<file path="src/rtl/smg_bin2bcd_module_pkg.sv">
// Shared constants and state encoding for the binary-to-BCD converter that feeds
// the 7-segment scan controller.
package smg_bin2bcd_module_pkg;

    localparam int unsigned BIN_W   = 14;
    localparam int unsigned DIGITS  = 4;
    localparam int unsigned NIB_W   = 4;
    localparam int unsigned BCD_W   = NIB_W * DIGITS;
    localparam int unsigned MAX_VAL = 9999;
    localparam int unsigned CNT_W   = $clog2(BIN_W + 1);

    localparam logic [BCD_W-1:0] ALL_NINES = {DIGITS{4'h9}};

    typedef enum logic [1:0] {
        ST_IDLE  = 2'd0,
        ST_SHIFT = 2'd1,
        ST_DONE  = 2'd2
    } state_t;

endpackage

</file>
<file path="src/rtl/smg_bcd_adj_unit.sv">
// Double-dabble digit correction: a BCD nibble of 5 or more gets +3 before the shift.
module smg_bcd_adj_unit
    import smg_bin2bcd_module_pkg::*;
(
    input  logic [NIB_W-1:0] nib,
    output logic [NIB_W-1:0] adj_c
);

    always_comb begin
        adj_c = nib;
        if (nib >= NIB_W'(5)) begin
            adj_c = nib + NIB_W'(3);
        end
    end

endmodule

</file>
<file path="src/rtl/smg_bin2bcd_module.sv">
// Sequential shift-add-3 binary-to-BCD converter, one input bit per CLK1MS tick.
// Number_Sig/Ovf_Sig only change on the single DONE edge so the scanner never sees partial digits.
module smg_bin2bcd_module
    import smg_bin2bcd_module_pkg::*;
(
    input  logic             CLK1MS,
    input  logic             RSTn,
    input  logic             Start_Sig,
    input  logic [BIN_W-1:0] Bin_Data,
    output logic [BCD_W-1:0] Number_Sig,
    output logic             Done_Sig,
    output logic             Busy_Sig,
    output logic             Ovf_Sig
);

    state_t             state, state_nxt;
    logic [BIN_W-1:0]   bin_q, bin_nxt;
    logic [BCD_W-1:0]   bcd_q, bcd_nxt;
    logic [BCD_W-1:0]   bcd_adj_c;
    logic [CNT_W-1:0]   cnt_q, cnt_nxt;
    logic               ovf_pend_q, ovf_pend_nxt;
    logic [BCD_W-1:0]   number_nxt;
    logic               done_nxt, busy_nxt, ovf_nxt;
    logic [BCD_W+BIN_W-1:0] shift_c;

    for (genvar g = 0; g < DIGITS; g++) begin : g_adj
        smg_bcd_adj_unit u_adj (
            .nib   (bcd_q[g*NIB_W +: NIB_W]),
            .adj_c (bcd_adj_c[g*NIB_W +: NIB_W])
        );
    end

    // Corrected scratch and remaining binary bits move left as one register pair.
    assign shift_c = {bcd_adj_c, bin_q} << 1;

    always_ff @(posedge CLK1MS or negedge RSTn) begin
        if (!RSTn) begin
            state      <= ST_IDLE;
            bin_q      <= '0;
            bcd_q      <= '0;
            cnt_q      <= '0;
            ovf_pend_q <= 1'b0;
            Number_Sig <= '0;
            Done_Sig   <= 1'b0;
            Busy_Sig   <= 1'b0;
            Ovf_Sig    <= 1'b0;
        end else begin
            state      <= state_nxt;
            bin_q      <= bin_nxt;
            bcd_q      <= bcd_nxt;
            cnt_q      <= cnt_nxt;
            ovf_pend_q <= ovf_pend_nxt;
            Number_Sig <= number_nxt;
            Done_Sig   <= done_nxt;
            Busy_Sig   <= busy_nxt;
            Ovf_Sig    <= ovf_nxt;
        end
    end

    always_comb begin
        state_nxt    = state;
        bin_nxt      = bin_q;
        bcd_nxt      = bcd_q;
        cnt_nxt      = cnt_q;
        ovf_pend_nxt = ovf_pend_q;
        number_nxt   = Number_Sig;
        done_nxt     = 1'b0;
        busy_nxt     = Busy_Sig;
        ovf_nxt      = Ovf_Sig;

        case (state)
            ST_IDLE: begin
                if (Start_Sig) begin
                    bin_nxt      = Bin_Data;
                    bcd_nxt      = '0;
                    cnt_nxt      = '0;
                    ovf_pend_nxt = (32'(Bin_Data) > MAX_VAL);
                    busy_nxt     = 1'b1;
                    state_nxt    = ST_SHIFT;
                end
            end
            ST_SHIFT: begin
                bcd_nxt = shift_c[BIN_W +: BCD_W];
                bin_nxt = shift_c[BIN_W-1:0];
                cnt_nxt = cnt_q + CNT_W'(1);
                if (cnt_q == CNT_W'(BIN_W - 1)) begin
                    state_nxt = ST_DONE;
                end
            end
            ST_DONE: begin
                // Saturated conversions discard the scratch, it may have wrapped.
                number_nxt = ovf_pend_q ? ALL_NINES : bcd_q;
                ovf_nxt    = ovf_pend_q;
                done_nxt   = 1'b1;
                busy_nxt   = 1'b0;
                state_nxt  = ST_IDLE;
            end
            default: begin
                state_nxt = ST_IDLE;
            end
        endcase
    end

endmodule

</file>
<file path="config.mk">
export PLATFORM = sky130hd
export DESIGN_NAME = smg_bin2bcd_module
export DESIGN_NICKNAME = d
export VERILOG_FILES = /design/src/rtl/smg_bin2bcd_module_pkg.sv /design/src/rtl/smg_bcd_adj_unit.sv /design/src/rtl/smg_bin2bcd_module.sv
export SDC_FILE = /design/constraint.sdc
export NUM_CORES = 1
export LEC_CHECK = 0
export ABC_AREA = 1
export CAP_MARGIN = 40
export CORE_MARGIN = 4
export CORE_UTILIZATION = 30
export CTS_CLUSTER_SIZE = 30
export DETAILED_ROUTE_END_ITERATION = 8
export PLACE_DENSITY_LB_ADDON = 0.2
export SLEW_MARGIN = 0
export SYNTH_ARGS = -nofsm -noshare
export SYNTH_HDL_FRONTEND = slang
export SYNTH_SLANG_ARGS = --single-unit
</file>
<file path="constraint.sdc">
create_clock -name CLK1MS -period 2.55 [get_ports CLK1MS]
set_input_delay 0.3825 -clock CLK1MS [delete_from_list [all_inputs] [get_ports CLK1MS]]
set_output_delay 0.3825 -clock CLK1MS [all_outputs]
set_load 0.02 [all_outputs]
</file>
==> impl_metrics.toml, run 1 <==
[status]
outcome = "finished, final reports clean"

[clock_network]
cts_hold_buffers = 0
numCtsBuffers = 5
cts-resized-gates = 0
root_buffer = "clkbuf_8"
cts_tree = "done"
clk_pin_slew_worst_paths_ns = 0.10
clk_latency_ns = 0.31
post_cts_buffers = 0
clock-sinks = 56
h-tree-depth = 2
clock_path_buffers = 2

[timing]
slew_violations = 0
final-hold-violation-count = 0
max_slew_margin = 0.619
max_freq_ghz = 0.599
tightest_slew_ns = 0.571
period_share = 0.655
period_needed_ns = 1.67
finalClockSkew_ns = 0.0148
fin_hold_ws_ns = 0.0507
rsz0062_at_grt = "no"
setup_violations = 0
setup-tns-final_ns = 0

[power_and_ir_drop]
total_leakage_power_uw = 0.00156
finalPower_uw = 3530
p_per_area_nw_per_um2 = 1100
ir_drop_mv = 0.363

[route]
viasPerCell = 4.68
remaining_drc_errors = 0
drt-wirelength-per-cell_um = 12.1
wirelength_mm = 5.57
vias = 2158
drtPass1Iterations = 4
drt-initial-drc-count = 70
ant_nets = 0

[finish]
fill_cells = 911
nets = 379
areaGrowthSynthToFinish_pct = 19.1
final_cell_mix = "nand2_1, dfrtp_1, nand3_1"
multiInputGateArea_um2 = 1100
regArea_um2 = 1400
layout_commonest_cell = "nand2_1"
drive_gt1_frac = 0.0793
fin_util = 0.367
antenna_cells = 0
instances_no_fill = 461

[place]
hpwlAfterDp_mm = 3.90
routabilityCongestion = 0.740
port_buffers = 35
place_inst = 453

[setup_path]
slowest_stage = "clkdlybuf4s50_1"
path_buf_inv = 1
crit_arrival_ns = 1.29
slowest_delay_ns = 0.61
worstPathMaxFanout = 2
endpoint_kind = "output port"
startpoint_type = "register"
worstSetupPathType = "reg2out"
crit_family = "buffers and inverters"
reg2reg_depth = 5
reg2reg_from = "state[0]"
rr_endpoint = "Number_Sig[1]"
crit_start = "Number_Sig[3]"
crit_chain = "clkdlybuf4s50_1"
cp-endpoint = "Number_Sig[3]"
rrSetupSlack_ns = 1.13
cp.depth = 1
required_ns = 2.17

[grt]
antenna_found_initial = 0
grt_max_degree = 57
met3_usage = 0.0257
grt_pass1_wl_mm = 9.55
track_usage = 0.114
use_met1 = 0.146
busiest_layer = "met2"
grt_pass1_vias = 2053
met2_usage = 0.194
grt_overflow_total = 0

[floorplanning]
initial_utilization = 0.308
rows = 34
ios = 36
fp.dieH_um = 103
die_x_um = 103
fp.dieArea_um2 = 10500
core_um2 = 8720

[synth]
ys_seq_area_frac = 0.521
synthArstFlopShare = 1.00
synth.distinct_cells = 22
synth-edff-count = 0
synth_cells = 317
syn_area_um2 = 2690
ys.flop_type = "dfrtp_1"
synth_seq_cells = 56
syn_avg_cell_area_um2 = 8.48
ys.warnings.count = 0
synth_nets = 344

[hold_path]
min_path_type = "in2async"

[job]
cap_viol_max_count = 0
-- metal layers --
metal  wire length, µm  vias to the layer above
met5                 0                        -
met4                73                        0
met2              2550                       43
met3               309                        8
li1                  -                     1097
met1              2640                     1010
-- area by class of cell --
class,instances,share of cell area
multi-input cells,223,0.342
repair buffers,36,0.114
clock inverters,3,0.00586
well taps,108,0.0422
clock buffers,5,0.0215
inverters,30,0.0367
flip-flops and latches,56,0.437
-- worst min path at each step --
stage          slack (ns)       endpoint
6_report             0.05  Number_Sig[0]
5_1_grt              0.09  Number_Sig[0]
4_1_cts              0.07  Number_Sig[1]
3_3_place_gp         0.41  Number_Sig[3]
3_5_place_dp         0.41  Number_Sig[1]
2_1_floorplan        0.09       Busy_Sig
-- stage by stage --
step                      worst slack, ns  cell area [µm²]
after CTS                           0.862             3200
after global routing                0.830             3200
after global placement              0.771             3120
after floorplan                      1.41             2690
after detailed placement            0.758             3120
final                               0.880             3200
-- Yosys cell counts (5+ instances only) --
cell type	instances	share of area
dfrtp_1	56	0.52
buf_6	5	0.021
o21ai_2	8	0.026
inv_1	25	0.035
nand2_1	107	0.15
a21oi_1	10	0.019
nand3_1	35	0.065
o21ai_0	8	0.015
o21ai_1	6	0.011
nor2_1	20	0.028
nand4_1	9	0.021
ha_1	10	0.047
-- cells by family after synthesis --
kind of cell	count (synthesis)	synth area share
AND/OR/NAND/NOR	176	0.277
AO/OA/AOI/OAI	37	0.0842
adder cells (fa/ha/maj)	10	0.0465
flip-flops	56	0.521
buffers and inverters	38	0.0712
-- where the power goes --
group | internal, µW | switching [µW]
Sequential | 1230 | 234
Clock | 193 | 294
Combinational | 610 | 968
Total | 2040 | 1500
-- sequential cells by signal, summed over array words and instances (netlist names) --
register,cells
Number_Sig,16
bcd_q,16
bin_q,14
cnt_q,4
state,2
Busy_Sig,1
Done_Sig,1
Ovf_Sig,1
ovf_pend_q,1
(Power assumes the default switching activity.)
==> run 2: changes to the inputs <==
- clock period: 2.55 -> 1.5 ns (I/O delays scaled with it)
==> impl_metrics.toml, run 2 (same netlist as run 1, synthesis figures left out) <==
[status]
outcome = "finished, final reports clean"

[finish]
multiInputGateArea_um2 = 1100
areaGrowthSynthToFinish_pct = 24.8
reg_top3 = "Number_Sig (16), bcd_q (16), bin_q (14)"
nets = 392
layout_commonest_cell = "nand2_1"
antenna_cells = 0
regArea_um2 = 1400
drive_gt1_frac = 0.107
final_cell_mix = "nand2_1, dfrtp_1, nand3_1"
fill_cells = 906

[setup_path]
worstPathMaxFanout = 1
endpoint_kind = "output port"
rrSetupSlack_ns = 0.19
startpoint_type = "register"
reg2reg_from = "bcd_q[4]"
cp.depth = 1
rr_endpoint = "bcd_q[6]"
crit_family = "buffers and inverters"
slowest_stage = "clkdlybuf4s50_1"
slowest_delay_ns = 0.59
crit_chain = "clkdlybuf4s50_1"
worstSetupPathType = "reg2out"
reg2reg_depth = 8
required_ns = 1.27
cp-endpoint = "Done_Sig"
path_buf_inv = 1
crit_start = "Done_Sig"
crit_arrival_ns = 1.23

[clock_network]
root_buffer = "clkbuf_8"
clk_latency_ns = 0.31
clock_path_buffers = 2
h-tree-depth = 2
clock-sinks = 56
cts_tree = "done"
post_cts_buffers = 0
numCtsBuffers = 5
clk_pin_slew_worst_paths_ns = 0.10

[timing]
period_share = 0.969
setup_violations = 0
rsz0062_at_grt = "no"
max_freq_ghz = 0.688
max_slew_margin = 0.752
tightest_slew_ns = 0.371
period_needed_ns = 1.45
final-hold-violation-count = 0
slew_violations = 0
finalClockSkew_ns = 0.00662
setup-tns-final_ns = 0

[grt]
grt_overflow_total = 0
grt_pass1_vias = 2058
track_usage = 0.122
grt_max_degree = 20
grt_pass1_wl_mm = 10.1
antenna_found_initial = 0

[power_and_ir_drop]
power_frac_clock = 0.155
p_seq_frac = 0.396
total_leakage_power_uw = 0.00169
p_per_area_nw_per_um2 = 1890
swShare = 0.410
internal-power_uw = 3730
finalPower_uw = 6330
p_switching_uw = 2590
ir_drop_mv = 0.549
combPwrFrac = 0.449

[hold_path]
min_path_type = "in2async"

[floorplanning]
initial_utilization = 0.308
ios = 36
core_um2 = 8720
die_x_um = 103
fp.dieH_um = 103
fp.dieArea_um2 = 10500
rows = 34

[route]
ant_nets = 0
wl_met3_um = 392
drt-initial-drc-count = 95
vias = 2191
drtPass1Iterations = 4
remaining_drc_errors = 0
viasPerCell = 4.62
drt-wirelength-per-cell_um = 12.3
wirelength_mm = 5.81
highest-signal-layer = "met4"
routedLengthMet1_mm = 2.80
route.met2.wl_mm = 2.54

[place]
routabilityCongestion = 0.724
hpwlAfterDp_mm = 4.25
port_buffers = 35

[job]
cap_viol_max_count = 0
==> run 2: power groups by stage <==
stage / Combinational (µW) / Sequential, µW / Clock [µW]
after global placement: 2950 / 2540 / 0
after floorplan: 1900 / 2620 / 0
final: 2840 / 2500 / 978
after CTS: 2890 / 2510 / 1020
after detailed placement: 2970 / 2550 / 0
after global routing: 3280 / 2590 / 1070
==> run 2: worst min path at each step <==
stage	start	slack [ns]	to
after floorplan	RSTn	-0.07	Busy_Sig
after global placement	RSTn	0.15	Number_Sig[3]
after detailed placement	RSTn	0.15	Number_Sig[3]
after CTS	RSTn	0.36	Number_Sig[3]
after global routing	RSTn	0.37	Number_Sig[0]
final	RSTn	0.34	Number_Sig[0]
==> run 2: final cells by class <==
cell class / instances / share of cell area
Sequential cell: 56 / 0.418
Multi-Input combinational cell: 223 / 0.327
Timing Repair Buffer: 49 / 0.148
Tap cell: 108 / 0.0403
Inverter: 30 / 0.0351
Clock buffer: 6 / 0.0216
Clock inverter: 2 / 0.0104
==> run 2: through the flow <==
stage	area (µm²)	util	hold slack (ns)	cells	setup slack (ns)
2_1_floorplan	2690	-	-0.0706	317	0.363
3_3_place_gp	3260	0.373	0.152	465	0.0995
3_5_place_dp	3260	0.373	0.146	465	0.0676
4_1_cts	3350	0.384	0.356	474	0.00243
5_1_grt	3350	0.385	0.366	474	0.0162
6_report	3350	0.385	0.341	474	0.0462
==> run 2: what timing repair did <==
action	4_1_cts	5_1_grt
endpoints found under the hold margin	9	0
pin swaps	0	0
cloned	0	0
setup endpoints to repair	17	1
hold buffers	1	0
gates resized for setup	17	1
==> run 2: layer usage <==
metal,track usage,vias to the layer above
met4,0.0363,0
met2,0.186,52
met5,0,-
li1,-,1119
met1,0.172,1013
met3,0.0277,7
==> run 3: changes to the inputs <==
- CORE_MARGIN: 4 -> 3
==> impl_metrics.toml, run 3 (same netlist as run 1, synthesis figures left out) <==
[route]
vias = 2167
wirelength_mm = 5.63
drt-initial-drc-count = 101
drtPass1Iterations = 4
drt-wirelength-per-cell_um = 12.0
remaining_drc_errors = 0
viasPerCell = 4.61
ant_nets = 0

[clock_network]
clk_latency_ns = 0.31
numCtsBuffers = 5
clock-sinks = 56
clk_pin_slew_worst_paths_ns = 0.10
clock_path_buffers = 2
cts_tree = "done"
h-tree-depth = 2
root_buffer = "clkbuf_8"

[finish]
drive_gt1_frac = 0.107
final_cell_mix = "nand2_1, dfrtp_1, nand3_1"
fill_cells = 876
final_cell_area_um2 = 3310
layout_commonest_cell = "nand2_1"
nets = 391
areaGrowthSynthToFinish_pct = 23.0
antenna_cells = 0
reg_top3 = "Number_Sig (16), bcd_q (16), bin_q (14)"

[floorplanning]
core_um2 = 8460
fp.dieArea_um2 = 10100
die_x_um = 101
initial_utilization = 0.318
rows = 33
ios = 36
fp.dieH_um = 101

[timing]
final-hold-violation-count = 0
rsz0062_at_grt = "no"
tightest_slew_ns = 0.338
worst_slack_ns = 0.175
setup-tns-final_ns = 0
setup_violations = 0
max_freq_ghz = 0.755
finalClockSkew_ns = 0.00618
period_share = 0.884
slew_violations = 0
period_needed_ns = 1.33
max_slew_margin = 0.774

[place]
routabilityCongestion = 0.834
hpwlAfterDp_mm = 4.01
dp_slack_ns = 0.0889
port_buffers = 35
placed_area_um2 = 3210

[status]
outcome = "finished, final reports clean"

[setup_path]
crit_arrival_ns = 1.53
worstSetupPathType = "reg2reg"
worstPathMaxFanout = 5
required_ns = 1.71
endpoint_kind = "register"
startpoint_type = "register"

[grt]
grt_pass1_vias = 2058
track_usage = 0.119
grt_overflow_total = 0
grt_max_degree = 57
grt_pass1_wl_mm = 9.60
antenna_found_initial = 0

[power_and_ir_drop]
ir_drop_mv = 0.657
total_leakage_power_uw = 0.00167
p_per_area_nw_per_um2 = 1890

[hold_path]
min_path_type = "in2async"

[job]
cap_viol_max_count = 0
run 3: final cells by class:
| cell class | count | area (µm²) | share of cell area |
|---|---|---|---|
| flip-flops and latches | 56 | 1400 | 0.424 |
| multi-input cells | 223 | 1100 | 0.331 |
| repair buffers | 48 | 450 | 0.136 |
| well taps | 105 | 131 | 0.0397 |
| inverters | 30 | 118 | 0.0356 |
| clock buffers | 5 | 68.8 | 0.0208 |
| clock inverters | 3 | 42.5 | 0.0129 |
run 3: worst max-delay path, cell delays in order (launching register included):
cell	delay, ns
dfrtp_1	0.41
inv_1	0.17
ha_1	0.20
inv_1	0.04
nand2_1	0.11
nand3_1	0.13
nand2_1	0.09
o21bai_1	0.07
run 3: metal layers:
metal | part of all wire | vias up | global-route usage
li1 | - | 1111 | -
met1 | 0.51 | 1006 | 0.163
met2 | 0.43 | 43 | 0.184
met3 | 0.047 | 7 | 0.0304
met4 | 0.012 | 0 | 0.0363
met5 | 0 | - | 0
run 3: where the power goes:
group          switching [µW]  internal [µW]  leakage, µW
Sequential                407           2100     0.000685
Clock                     500            495    0.0000541
Combinational            1670           1080     0.000931
Total                    2580           3680      0.00167
run 3: per-stage QoR:
step	std cells	hold slack, ns	power, µW	util
CTS	470	0.433	6360	0.391
detailed placement	461	0.251	5440	0.379
floorplan	317	-0.0706	4520	-
global placement	461	0.255	5390	0.379
finish	470	0.434	6260	0.391
global route	470	0.428	6880	0.391
run 3: timing repair:
item,in CTS,in global routing
setup buffers,0,0
endpoints found under the hold margin,56,0
hold buffers,1,0
gates resized for setup,18,1
gates cloned,0,0
setup endpoints to repair,18,1
run 3: final timing paths:
path / start / end / slack (ns) / cells past startpoint
worst max-delay path: bcd_q[9] / bcd_q[12] / 0.17 / 7
worst min-delay path: RSTn / bcd_q[2] / 0.43 / 3
worst max register to register: bcd_q[9] / bcd_q[12] / 0.17 / 7
worst min register to register: Busy_Sig / Busy_Sig / 0.48 / 2
max in group asynchronous: RSTn / cnt_q[3] / 0.81 / 3
min in group CLK1MS: Bin_Data[0] / bin_q[0] / 0.44 / 3
